**src/rtl/prot_fault_sequencer.sv**
```systemverilog
// Protection-fault sequencer: latches the highest-priority limit fault, flushes, then reports it.
// Optional build macro PROT_FAULT_COUNT_EN adds a saturating accepted-fault counter output.
module prot_fault_sequencer #(
    parameter logic [7:0]  GP_VECTOR    = 8'd13,
    parameter logic [7:0]  SS_VECTOR    = 8'd12,
    parameter int unsigned FLUSH_CYCLES = 2
) (
    input  logic        clk,
    input  logic        reset,
    input  logic        op0_fault,
    input  logic        op1_fault,
    input  logic [31:0] op0_addr,
    input  logic [31:0] op1_addr,
    input  logic [2:0]  op0_seg,
    input  logic [2:0]  op1_seg,
    input  logic        stk_fault,
    input  logic [31:0] stk_addr,
    input  logic        stage_valid,
    input  logic [31:0] stage_eip,
    output logic        stall,
    output logic        flush,
    output logic        exc_valid,
    output logic [7:0]  exc_vector,
    output logic [31:0] exc_eip,
    output logic [31:0] exc_addr,
    output logic [2:0]  exc_seg,
    input  logic        exc_ack
`ifdef PROT_FAULT_COUNT_EN
    ,
    output logic [15:0] fault_count
`endif
);

    // state  | meaning
    // IDLE   | waiting for a valid faulting instruction
    // FLUSH  | squashing younger stages for FLUSH_CYCLES cycles
    // REPORT | exception presented to the interrupt unit until exc_ack
    typedef enum logic [1:0] {IDLE, FLUSH, REPORT} state_t;

    localparam logic [3:0] FLUSH_LOAD = 4'(FLUSH_CYCLES - 1);
    localparam logic [2:0] SS_SEG     = 3'd2;

    state_t      state_q, state_d;
    logic [3:0]  cnt_q, cnt_d;
    logic [7:0]  vec_q, vec_d;
    logic [31:0] eip_q, eip_d;
    logic [31:0] addr_q, addr_d;
    logic [2:0]  seg_q, seg_d;
    logic        accept;

    always_comb begin
        state_d   = state_q;
        cnt_d     = cnt_q;
        vec_d     = vec_q;
        eip_d     = eip_q;
        addr_d    = addr_q;
        seg_d     = seg_q;
        accept    = 1'b0;
        stall     = 1'b0;
        flush     = 1'b0;
        exc_valid = 1'b0;
        // Reset silences the outputs in the same cycle, even with a fault on the inputs.
        if (!reset) begin
            case (state_q)
                IDLE: begin
                    if (stage_valid && (op0_fault || op1_fault || stk_fault)) begin
                        accept  = 1'b1;
                        stall   = 1'b1;
                        state_d = FLUSH;
                        cnt_d   = FLUSH_LOAD;
                        eip_d   = stage_eip;
                        if (op0_fault) begin
                            vec_d  = GP_VECTOR;
                            addr_d = op0_addr;
                            seg_d  = op0_seg;
                        end else if (op1_fault) begin
                            vec_d  = GP_VECTOR;
                            addr_d = op1_addr;
                            seg_d  = op1_seg;
                        end else begin
                            vec_d  = SS_VECTOR;
                            addr_d = stk_addr;
                            seg_d  = SS_SEG;
                        end
                    end
                end
                FLUSH: begin
                    stall = 1'b1;
                    flush = 1'b1;
                    if (cnt_q == 4'd0) begin
                        state_d = REPORT;
                    end else begin
                        cnt_d = cnt_q - 4'd1;
                    end
                end
                REPORT: begin
                    stall     = 1'b1;
                    exc_valid = 1'b1;
                    if (exc_ack) begin
                        state_d = IDLE;
                    end
                end
                default: state_d = IDLE;
            endcase
        end
    end

    always_ff @(posedge clk) begin
        if (reset) begin
            state_q <= IDLE;
            cnt_q   <= 4'd0;
            vec_q   <= 8'd0;
            eip_q   <= 32'd0;
            addr_q  <= 32'd0;
            seg_q   <= 3'd0;
        end else begin
            state_q <= state_d;
            cnt_q   <= cnt_d;
            vec_q   <= vec_d;
            eip_q   <= eip_d;
            addr_q  <= addr_d;
            seg_q   <= seg_d;
        end
    end

    assign exc_vector = vec_q;
    assign exc_eip    = eip_q;
    assign exc_addr   = addr_q;
    assign exc_seg    = seg_q;

`ifdef PROT_FAULT_COUNT_EN
    logic [15:0] fault_count_q, fault_count_d;

    always_comb begin
        fault_count_d = fault_count_q;
        if (accept && (fault_count_q != 16'hFFFF)) begin
            fault_count_d = fault_count_q + 16'd1;
        end
    end

    always_ff @(posedge clk) begin
        if (reset) begin
            fault_count_q <= 16'd0;
        end else begin
            fault_count_q <= fault_count_d;
        end
    end

    assign fault_count = fault_count_q;
`else
    logic unused_accept;
    assign unused_accept = accept;
`endif

endmodule
```
**config.mk**
```make
export PLATFORM = sky130hd
export DESIGN_NAME = prot_fault_sequencer
export DESIGN_NICKNAME = d
export VERILOG_FILES = /design/src/rtl/prot_fault_sequencer.sv
export SDC_FILE = /design/constraint.sdc
export NUM_CORES = 1
export LEC_CHECK = 0
export BUFFER_PORTS_ARGS = -buffer_cell sky130_fd_sc_hd__buf_2
export CORE_MARGIN = 2
export CORE_UTILIZATION = 43
export DETAILED_ROUTE_END_ITERATION = 8
export PLACE_DENSITY_LB_ADDON = 0.1
export SLEW_MARGIN = 25
export SYNTH_ARGS = -nofsm -noshare
export SYNTH_HDL_FRONTEND = slang
export SYNTH_SLANG_ARGS = --single-unit
```
**constraint.sdc**
```tcl
create_clock -name clk -period 2.3 [get_ports clk]
set_input_delay 0.23 -clock clk [delete_from_list [all_inputs] [get_ports clk]]
set_output_delay 0.23 -clock clk [all_outputs]
set_load 0.05 [all_outputs]
```
==> run_results.csv <==
group,metric,value,unit
sta,skew,0.0116,ns
finish,layout.nets,782,
die,die_area,8920,µm²
hold_path,hold_start,"stage_eip[21]",
placement,dpl_cell_area,4620,µm²
power_and_ir_drop,leakagePower,2.38,nW
critical_path,critPathArrivalTime,1.93,ns
die,num_io_pins,219,
critical_path,r2r_start,"state_q[0]",
sta,relSlewSlack,62.2,%
sta,worst_pin_slew,0.567,ns
cts,cts_sinks,75,
sta,fin_crit_sh,94.1,%
critical_path,path_cells,"inv_1 > ha_1 > inv_1 > nor2_4 > nor2_1 > nor3_2 > buf_2",
placement,globalplace.congestion,0.760,
cts,clk_pin_slew,0.08,ns
power_and_ir_drop,p_per_area,1060,nW/µm²
synth,synth_top_family_by_area,"compound AO/OA/AOI/OAI gates",
synth,yosys.area_share.adder,2.49,%
finish,final_common_cell,"buf_2",
die,start_util,45.1,%
hold_path,hold_path_end,"exc_eip[21]",
sta,fin_tns_setup,0,ns
finish,syn_to_final_growth,38.3,%
synth,synth_mux_area_share,9.96,%
synth,synth-edff-count,0,
critical_path,cp.required,2.07,ns
critical_path,reg2reg_depth,7,
finish,fin_area,4870,µm²
finish,layout-drive-gt1-share,38.3,%
routing,final_antenna_net_count,0,
synth,synthCells,439,
cts,cts_tree,"done",
cts,clockBufferDepth,2,
synth,synth_area,3520,µm²
global_route,grt_pass1_wl,15700,µm
routing,first_pass_iters,4,
outcome,status,"completed",
synth,synthSimpleGateAreaFrac,18.7,%
sta,period_needed,2.16,ns
cts,ctsHoldBuffers,0,
routing,drc,0,
routing,wl,10100,µm
global_route,antenna_found_initial,0,
routing,vias,3620,
critical_path,end_kind,"output port",
hold_path,hold_depth,3,
placement,dp_hpwl,7640,µm
sta,finalSetupViolCount,0,
global_route,grt_start_max_net_pins,38,
routing,drt_iter0_drc,82,
global_route,grt_use_total,22.2,%
finish,antennaDiodeCount,0,
cts,cts_root_buf,"clkbuf_8",
critical_path,cp_common_cell,"inv_1",
critical_path,path_delay_family,"buffers and inverters",
critical_path,r2r_slack,0.41,ns
synth,ys.flop_type,"dfxtp_1",
critical_path,critical_path.max_fanout,12,
sta,rsz0062_at_grt,"false",
synth,postSynthAreaPerCell,8.01,µm²
cts,post_cts_buffers,0,
critical_path,crit_path_start_kind,"flop",
sta,slew_viol_final,0,
synth,synth.lib_cells_used.distinct,31,
cts,cts_buffers,9,
critical_path,path_buf_inv,3,
die,die_height,94.5,µm
cts,htree_levels,3,
cts,clk_latency,0.33,ns
global_route,grt_pass1_vias,3353,
synth,synth_seq_area_share,42.7,%
sta,finalHoldViolCount,0,
synth,synth_compound_area_share,19.3,%
placement,port_buffers,213,
cts,cts-resized-gates,0,
critical_path,reg2reg_to,"exc_addr[22]",
finish,final_cell_mix,"213 x buf_2, 132 x nand2_1, 75 x dfxtp_1, 66 x a21oi_1, 35 x mux2i_1",
critical_path,critPathKind,"flop to output port",
critical_path,cpPeakStageDelay,0.36,ns
synth,ys_ff_latch,75,
sta,max_freq,462,MHz
synth,yosys_warnings,0,
die,rows,32,
synth,synthArstFlopShare,0,%
global_route,overflow,0,
synth,synth-xor-area-share,0,%
die,fp.coreArea,7810,µm²
die,die_w,94.5,µm
routing,routedWlPerCell,13.6,µm
run,cap_violations,0,
hold_path,hp-class,"primary input to flop",
power_and_ir_drop,ir_drop,0.360,mV
routing,post_drt_via_cell_ratio,4.89,
critical_path,critPathSlowestCell,"dfxtp_1",
metrics by stage:
stage                     power [mW]  hold slack [ns]  utilization, %  setup slack [ns]  instances
after detailed placement        3.94            0.443            59.1             0.426        725
after global placement          3.91            0.438            59.1             0.495        725
final                           5.14            0.126            62.3             0.137        741
after global routing            5.43            0.116            62.3           0.00466        741
after CTS                       5.18            0.112            62.3             0.115        741
after floorplan                 3.39            0.366               -             0.199        443
layout make-up:
type	count	area, µm²
flip-flops and latches	75	1500
fillers	737	2940
clock inverters	6	113
repair buffers	222	1160
inverters	6	22.5
multi-input cells	320	1810
clock buffers	10	138
well taps	102	128
cells in the mapped netlist, types with 2 or more instances:
library cell | n | area share [%]
ha_1 | 7 | 2.5
and2_1 | 2 | 0.36
buf_2 | 11 | 1.6
o21ai_0 | 2 | 0.28
nor2b_1 | 4 | 0.71
o211ai_1 | 32 | 6.8
nand3_1 | 2 | 0.28
inv_1 | 6 | 0.64
mux2i_1 | 35 | 10
buf_4 | 6 | 1.3
dfxtp_1 | 75 | 43
a21oi_1 | 66 | 9.4
a221oi_1 | 2 | 0.50
nand2_1 | 132 | 14
nor3_1 | 6 | 0.85
clkbuf_1 | 22 | 2.3
nor2_1 | 12 | 1.3
buf_6 | 3 | 0.96
a31oi_1 | 2 | 0.36
how the worst max path moves through the flow:
stage / slack (ns) / start / depth (start not counted) / to
6_report: 0.14 / state_q[0] / 7 / stall
5_1_grt: 0.005 / state_q[0] / 7 / stall
4_1_cts: 0.11 / state_q[1] / 7 / stall
3_5_place_dp: 0.43 / state_q[0] / 7 / exc_addr[25]
3_3_place_gp: 0.50 / state_q[0] / 7 / exc_addr[30]
2_1_floorplan: 0.20 / state_q[0] / 7 / stall
report_power, final:
group	internal (mW)	switching (mW)	leakage [nW]
Sequential	1.53	0.133	0.615
Combinational	0.658	1.57	1.65
Clock	0.750	0.487	0.115
worst register-to-register path: cells and delay by family, from the launching register on:
| family | cells | cell delay [ns] |
|---|---|---|
| buf+inv | 3 | 0.54 |
| flops | 1 | 0.41 |
| compound gates | 1 | 0.15 |
| fa+ha+maj | 1 | 0.27 |
| simple gates | 2 | 0.45 |
registers in the layout, indices dropped and copies added, names as in the netlist:
register and count:
exc_vector 2, cnt_q 4, exc_seg 3, exc_eip 32, exc_addr 32, state_q 2
kinds of logic after synthesis:
logic type,count (synthesis)
compound gates,110
fa+ha+maj,7
buf+inv,48
flops,75
mux,35
other cells,1
simple gates,163
routing by layer:
metal / wire length (µm) / up-vias / track usage, %
met4: 186 / 0 / 8.21
met5: 0 / - / 0
met3: 787 / 15 / 6.54
met2: 5080 / 129 / 39.9
li1: - / 1868 / -
met1: 4010 / 1608 / 24.8
Note: power is estimated with default switching activity, not from simulation.
